**src/rtl/ped_infer_ctrl.sv**
```systemverilog
// ped_infer_ctrl
//   Command sequencer for the pedometer neural-network datapath. Accepts
//   reset-counter / count-sample / write-weight commands, holds the network
//   weights and sample registers stable during an inference, waits out the
//   datapath pipeline latency, samples the step decision and keeps a
//   saturating total-step counter.
//
// Handshake: a command transfers on a rising edge where cmd_valid and
//   cmd_ready are both 1. cmd_ready is a pure decode of state (1 only in IDLE)
//   and never depends on cmd_valid. The payload is used only at that edge.
//
// Ports:
//   clk, rst                 clock, synchronous active-high reset
//   cmd_valid/cmd_ready      command handshake
//   cmd_funct                0=clear counter, 1=count sample, 2=write weight
//   cmd_a, cmd_b             sample X/Y for funct 1
//   cmd_widx, cmd_wdata      weight index/value for funct 2
//   ex_a, ex_b               sample registers to the datapath
//   theta*/alpha*            weight registers to the datapath
//   ex_step                  activation output from the datapath
//   step_count, step_pulse   total steps, one-cycle increment pulse
//   sat                      sticky: step seen while already at STEP_MAX
//   err_illegal              one-cycle pulse after an accepted illegal command
module ped_infer_ctrl #(
  parameter int DW       = 10,
  parameter int PIPE_LAT = 2,
  parameter int STEP_MAX = 1023
) (
  input  logic          clk,
  input  logic          rst,
  input  logic          cmd_valid,
  output logic          cmd_ready,
  input  logic [2:0]    cmd_funct,
  input  logic [DW-1:0] cmd_a,
  input  logic [DW-1:0] cmd_b,
  input  logic [2:0]    cmd_widx,
  input  logic [DW-1:0] cmd_wdata,
  output logic [DW-1:0] ex_a,
  output logic [DW-1:0] ex_b,
  output logic [DW-1:0] theta1_1,
  output logic [DW-1:0] theta1_2,
  output logic [DW-1:0] theta2_1,
  output logic [DW-1:0] theta2_2,
  output logic [DW-1:0] alpha1,
  output logic [DW-1:0] alpha2,
  input  logic          ex_step,
  output logic [DW-1:0] step_count,
  output logic          step_pulse,
  output logic          sat,
  output logic          err_illegal
);

  localparam int            CW         = (PIPE_LAT > 1) ? $clog2(PIPE_LAT + 1) : 1;
  localparam logic [CW-1:0] LAT_V      = CW'(PIPE_LAT);
  localparam logic [DW-1:0] STEP_MAX_V = DW'(STEP_MAX);

  typedef enum logic [1:0] {
    IDLE = 2'd0,
    WAIT = 2'd1,
    CAPT = 2'd2
  } state_t;

  state_t        state;
  state_t        state_nxt;
  logic [CW-1:0] wait_cnt;

  logic accept;
  logic is_clr;
  logic is_smp;
  logic is_wr;
  logic is_ill;

  assign cmd_ready = (state == IDLE);
  assign accept    = cmd_valid && cmd_ready;

  // Command decode, qualified by accept. A weight write to index 6/7 is
  // treated as illegal so it produces the same error pulse as a bad funct.
  always_comb begin
    is_clr = 1'b0;
    is_smp = 1'b0;
    is_wr  = 1'b0;
    is_ill = 1'b0;
    if (accept) begin
      case (cmd_funct)
        3'd0:    is_clr = 1'b1;
        3'd1:    is_smp = 1'b1;
        3'd2:    begin
          if (cmd_widx <= 3'd5) is_wr  = 1'b1;
          else                  is_ill = 1'b1;
        end
        default: is_ill = 1'b1;
      endcase
    end
  end

  always_comb begin
    state_nxt = state;
    case (state)
      IDLE:    if (is_smp) state_nxt = WAIT;
      WAIT:    if (wait_cnt == LAT_V) state_nxt = CAPT;
      CAPT:    state_nxt = IDLE;
      default: state_nxt = IDLE;
    endcase
  end

  always_ff @(posedge clk) begin
    if (rst) begin
      state       <= IDLE;
      wait_cnt    <= '0;
      ex_a        <= '0;
      ex_b        <= '0;
      theta1_1    <= '0;
      theta1_2    <= '0;
      theta2_1    <= '0;
      theta2_2    <= '0;
      alpha1      <= '0;
      alpha2      <= '0;
      step_count  <= '0;
      step_pulse  <= 1'b0;
      sat         <= 1'b0;
      err_illegal <= 1'b0;
    end else begin
      state       <= state_nxt;
      step_pulse  <= 1'b0;
      err_illegal <= is_ill;

      if (is_clr) begin
        step_count <= '0;
        sat        <= 1'b0;
      end

      if (is_smp) begin
        ex_a     <= cmd_a;
        ex_b     <= cmd_b;
        wait_cnt <= CW'(1);
      end

      if (is_wr) begin
        case (cmd_widx)
          3'd0:    theta1_1 <= cmd_wdata;
          3'd1:    theta1_2 <= cmd_wdata;
          3'd2:    theta2_1 <= cmd_wdata;
          3'd3:    theta2_2 <= cmd_wdata;
          3'd4:    alpha1   <= cmd_wdata;
          3'd5:    alpha2   <= cmd_wdata;
          default: ;
        endcase
      end

      // Counter stops at PIPE_LAT since the FSM leaves WAIT on that edge.
      if (state == WAIT && wait_cnt != LAT_V) wait_cnt <= wait_cnt + CW'(1);

      // ex_step is only meaningful on the CAPT edge.
      if (state == CAPT && ex_step) begin
        if (step_count < STEP_MAX_V) begin
          step_count <= step_count + DW'(1);
          step_pulse <= 1'b1;
        end else begin
          sat <= 1'b1;
        end
      end
    end
  end

endmodule

```
**config.mk**
```make
export PLATFORM = sky130hd
export DESIGN_NAME = ped_infer_ctrl
export DESIGN_NICKNAME = d
export VERILOG_FILES = /design/src/rtl/ped_infer_ctrl.sv
export SDC_FILE = /design/constraint.sdc
export NUM_CORES = 1
export LEC_CHECK = 0
export CAP_MARGIN = 25
export CELL_PAD_IN_SITES_DETAIL_PLACEMENT = 1
export CELL_PAD_IN_SITES_GLOBAL_PLACEMENT = 1
export CORE_UTILIZATION = 33
export CTS_CLUSTER_DIAMETER = 80
export CTS_CLUSTER_SIZE = 16
export DETAILED_ROUTE_END_ITERATION = 16
export PLACE_DENSITY_LB_ADDON = 0.3
export SYNTH_ARGS = -nofsm -noshare
export SYNTH_HDL_FRONTEND = slang
export SYNTH_SLANG_ARGS = --single-unit
```
**constraint.sdc**
```tcl
create_clock -name clk -period 2.3 [get_ports clk]
set_clock_uncertainty 0.1 [all_clocks]
set_input_delay 0.23 -clock clk [delete_from_list [all_inputs] [get_ports clk]]
set_output_delay 0.23 -clock clk [all_outputs]
set_load 0.02 [all_outputs]
```
# ---- Word-level counts from Yosys, hierarchy flattened
# Cells that the tools add are included.
dict set report op_classes {
  mux 20
  bitwise_logic 2
  add_sub_neg 2
  n_eq_ne 13
  n_reduce_logical 17
  n_lt_le_gt_ge 2
}
# operator count
set op_table {}
lappend op_table {{$mux 10} 3}
lappend op_table {{$reduce_and 2->1} 7}
lappend op_table {{$mux 1} 12}
lappend op_table {{$add 10x1->10 const B} 1}
lappend op_table {{$lt 10x10->1 const B} 1}
lappend op_table {{$eq 3x2->1 const B} 3}
lappend op_table {{$eq 3x1->1 const B} 2}
lappend op_table {{$eq 3x3->1 const B} 2}
lappend op_table {{$logic_not 3->1} 2}
lappend op_table {{$mux 2} 3}
lappend op_table {{$reduce_or 2->1} 3}
lappend op_table {{$eq 2x2->1 const B} 2}
lappend op_table {{$ne 2x2->1 const B} 2}
lappend op_table {{$pmux 2 s2} 1}
lappend op_table {{$le 3x3->1 const B} 1}
lappend op_table {{$logic_and 1x1->1} 3}
lappend op_table {{$add 2x1->2 const B} 1}
lappend op_table {{$eq 2x1->1 const B} 1}
lappend op_table {{$logic_not 2->1} 1}
lappend op_table {{$ne 2x1->1 const B} 1}
lappend op_table {{$not 1->1} 2}
lappend op_table {{$pmux 1 s2} 1}
lappend op_table {{$reduce_bool 2->1} 1}
dict set report word_totals {
  inputBits 40
  reg_bits 97
}

# ---- Depth between registers and ports, before layout
# Gate-level depths: netlist of the first run.
dict set report depth {
  depth_word 6
  mapped_depth 6
  depth_no_buf 6
}

# ---- Worst setup path after synthesis of the first run
# Ideal clock, no wire load.
dict set report synth_path {
  path_type {flip-flop to flip-flop}
  startpoint {register step_count[0]}
  endpoint {register step_count[5]}
  required_time_ns 2.080
  n_path_buf 1
  arrival_time_ns 1.637
  slack_ns 0.443
  stages_incl_launch_ff 7
  cell_sequence {dfxtp_1 -> ha_1 -> and4_1 -> buf_2 -> a31oi_2 -> and3_1 -> a211o_1}
}
dict set report synth_via {
  elab_chain_len 3
}
# element line_no
set synth_lines {}
lappend synth_lines {{from (decl)} 47} ;# output logic [DW-1:0] step_count,
lappend synth_lines {{from (signal assigned)} 156} ;# step_count <= step_count + DW'(1);
lappend synth_lines {{$add 10x1->10 or $lt 10x10->1 (tied branches)} {156, 155}}
lappend synth_lines {{$mux 10 *} 155} ;# if (step_count < STEP_MAX_V) begin
lappend synth_lines {{$mux 10 *} 154} ;# if (state == CAPT && ex_step) begin
# Every way passes the cells marked *; elsewhere a longest branch is shown, timed or not.
# A chain may end at the register's enable or synchronous reset.

# ---- Worst setup path in the final report of the first run
dict set report layout_path {
  startpoint {register step_count[0]}
  endpoint {register step_count[0]}
}
dict set report layout_via {
  elab_chain_len 3
}
# element line_no
set layout_lines {}
lappend layout_lines {{$add 10x1->10 (tied with other cells)} 156}
lappend layout_lines {{$mux 10} 155}
lappend layout_lines {{$mux 10 *} 154}
# Marked as above.

==> impl_results.md, run 1 <==
* Outcome: finished clean
* Cell taking the most area after synthesis: dfxtp_1
* Main combinational cell family by area after synthesis: simple AND/OR/NAND/NOR gates
* Post-synthesis xor/xnor area fraction at 0.004678
* 1st-pass router iterations at 6
* Post-synthesis simple-gate area fraction at 0.2015
* Finished Layout Cells at 665
* Tcrit/Tclk final at 0.8772
* EDFF count, synth at 0
* Routed len/inst at 16.13 um
* Clk buf depth at 2
* Number of global-route vias before repair at 3,327
* Row count at 38
* Filler Cells Inserted at 1,258
* Layout cell share with drive strength beyond 1 at 0.07048
* 1st-iter DRT viols at around 130
* Via count at 3,269
* Crit path time final at 2.017 ns
* FF-to-FF setup slack at 0.28 ns
* Dpl hpwl at 7607 um
* Adder-Cell Fraction of Synth Area at 0.006682
* Antenna cells at 0
* Slew @ Worst Pin at 0.4232 ns
* Initial Util at 0.3424
* Crit path max fanout at 7
* Register area share after synthesis at 0.5185
* Max Clk Rate at 495.7 MHz
* # hold bufs at CTS at 0
* Synth warn at 0
* Synthesized area per cell at 9.652 um^2
* Static Leak at 0.002260 uW
* CP endpoint kind: register
* # clock sinks at 97
* Insertion delay to the later sink of the worst-skew pair at 0.34 ns
* Final ANT Viol Nets at 0
* Tot Pwr at 3449 uW
* Pin count of the biggest net entering global routing at 94
* Clk slew on worst S/H paths at 0.07 ns
* Total track usage at 0.1890
* Peak supply drop at roughly 360 uV
* Top FF cell, synth: dfxtp_1
* Post-synthesis register bit count at 97
* Synth unique cells at 45
* Largest cells by area after synthesis: dfxtp_1 52%, mux2i_1 16%, nor2_1 6.8%
* Sum Neg Setup Slack at 0 ns
* DRC viols at 0
* PwrDens at ~620 nW/um^2
* Final wirelength at 10,730 um
* PortBufs at approximately 130
* Placed Cells at 649
* Asr flop ratio synth at 0
* Synthesis-to-finish area growth at 48.55%
* # setup viols final at 0
* Post-CTS Resized at 0
* CP Launch Type: register
* RSZ-0062 raised after global routing: false
* CTS tree: yes
* Congestion Overflow GR at 0
* I/O pin cnt at approximately 130
* Compound-Gate Fraction of Synth Area at 0.07551
* Critical Path AT at 2.20 ns
* Max cap viols at 0
* Final Hold Vio Count at 0
* Root buffer cell: clkbuf_16
* Core region area at 10,940 um^2
* Net count, final at 562
* Final slew viol count at 0
* Leading cell type in the layout, fill and taps excluded: clkdlybuf4s50_1
* Rel. slew slack at 0.7179
* Initial antenna violation count at 0
* Most frequent cells in the layout: 132 x clkdlybuf4s50_1, 97 x dfxtp_1, 68 x nor2_1, 60 x mux2i_1, 47 x nand2_1
* Synthesized cell area at 3745 um^2
* Net Count, Synth at 430
* Buffer count from post-CTS setup fixing at 0
* First-pass GRT wire length at around 17,000 um
* Die width at 108.5 um
* Vias per cell at 4.916
* Cells after Synth at 388
* Die height at 108.5 um
* Top cell type's share of synthesized area at 0.5185
* Final RePlAce weighted congestion at 0.7239
* Mux cell area share after synthesis at 0.1634
* Crit Path Class: reg -> reg
* Required @ worst endpoint at 2.49 ns
* Hold crit path type: in -> reg
* Die area at 11,780 um^2
* CTS Buf Count at 9
* H-tree levels at 3
==> layout make-up <==
cell class,instances,area (um^2),share of cell area
Clock buffer,11,242.7,0.04363
Tap cell,140,175.2,0.03149
Multi-Input combinational cell,267,1692,0.3041
Inverter,2,7.507,0.001350
Sequential cell,97,1942,0.3491
Clock inverter,5,65.06,0.01170
Timing Repair Buffer,143,1439,0.2587
==> per-stage QoR <==
step | worst slack (ns) | utilization | hold slack (ns) | cell area, um^2
2_1_floorplan | 0.4429 | - | 0.2660 | 3745
3_3_place_gp | 0.2552 | 0.4805 | 0.3416 | 5255
3_5_place_dp | 0.1626 | 0.4805 | 0.3497 | 5255
4_1_cts | 0.2851 | 0.5087 | 0.3104 | 5563
5_1_grt | 0.1956 | 0.5087 | 0.3396 | 5563
6_report | 0.2825 | 0.5087 | 0.3195 | 5563
==> final timing paths <==
kind | start | end | cells after the start
hold reg to reg | ex_a[1]$_SDFFE_PP0P_ | ex_a[1]$_SDFFE_PP0P_ | 2
hold / removal | rst | theta2_2[6]$_SDFFE_PP0P_ | 3
setup / recovery | step_count[0]$_SDFF_PP0_ | step_count[0]$_SDFF_PP0_ | 5
setup reg to reg | step_count[0]$_SDFF_PP0_ | step_count[0]$_SDFF_PP0_ | 5
==> power by group <==
part	total, uW	internal (uW)	switching [uW]
combinational	223	111	112
clock	1520	881	643
sequential	1700	1690	8.88
==> worst max-delay path, cell delays in order (launching register included) <==
cell and delay, ns:
dfxtp_1 0.42, ha_1 0.29, and4_1 0.39, a31oi_2 0.17, nor3b_2 0.36, mux2_2 0.23
==> synthesized netlist by cell type, drive strengths merged, types with 2 or more instances <==
library cell   n
nand4          4
ha             2
nor4b          2
dfxtp         97
nor4           2
a21oi         28
clkbuf        12
nor3           4
nand3          7
nor3b          4
inv            2
nand2         48
nor2          68
o21ai          3
and3b          2
a211o          3
a31oi          5
and4           2
and3           6
buf           10
mux2i         60
==> registers in the layout, indices dropped and copies added (netlist names) <==
name	count
alpha1	10
alpha2	10
ex_a	10
ex_b	10
step_count	10
theta1_1	10
theta1_2	10
theta2_1	10
theta2_2	10
state	2
wait_cnt	2
err_illegal	1
sat	1
step_pulse	1
==> layer usage <==
metal  GRT usage  wire length, um  vias to the layer above
met2      0.3323             5342                       98
met3     0.08017              870                        9
li1            -                -                     1599
met4     0.05212              124                        0
met5           0                0                        -
met1      0.2068             4388                     1563
==> cells by family (layout without fill, tap and decap cells) <==
kind of cell               after synthesis  count (layout)
AOI/OAI and AO/OA                       46              46
xor gates and xnor gates                 2               2
adders and majority gates                2               2
buffers and inverters                   24             161
DFF                                     97              97
muxes                                   61              61
and+or+nand+nor                        156             156
Power figures use the tool's default switching activity.
==> run 2: changes to the inputs <==
--- a/config.mk
+++ b/config.mk
@@ -13,6 +13,7 @@
 export CTS_CLUSTER_SIZE = 16
 export DETAILED_ROUTE_END_ITERATION = 16
 export PLACE_DENSITY_LB_ADDON = 0.3
+export SKIP_LAST_GASP = 1
 export SYNTH_ARGS = -nofsm -noshare
 export SYNTH_HDL_FRONTEND = slang
 export SYNTH_SLANG_ARGS = --single-unit
==> results of run 2 <==
No change in the layout: final DEF, timing and power equal those of run 1.
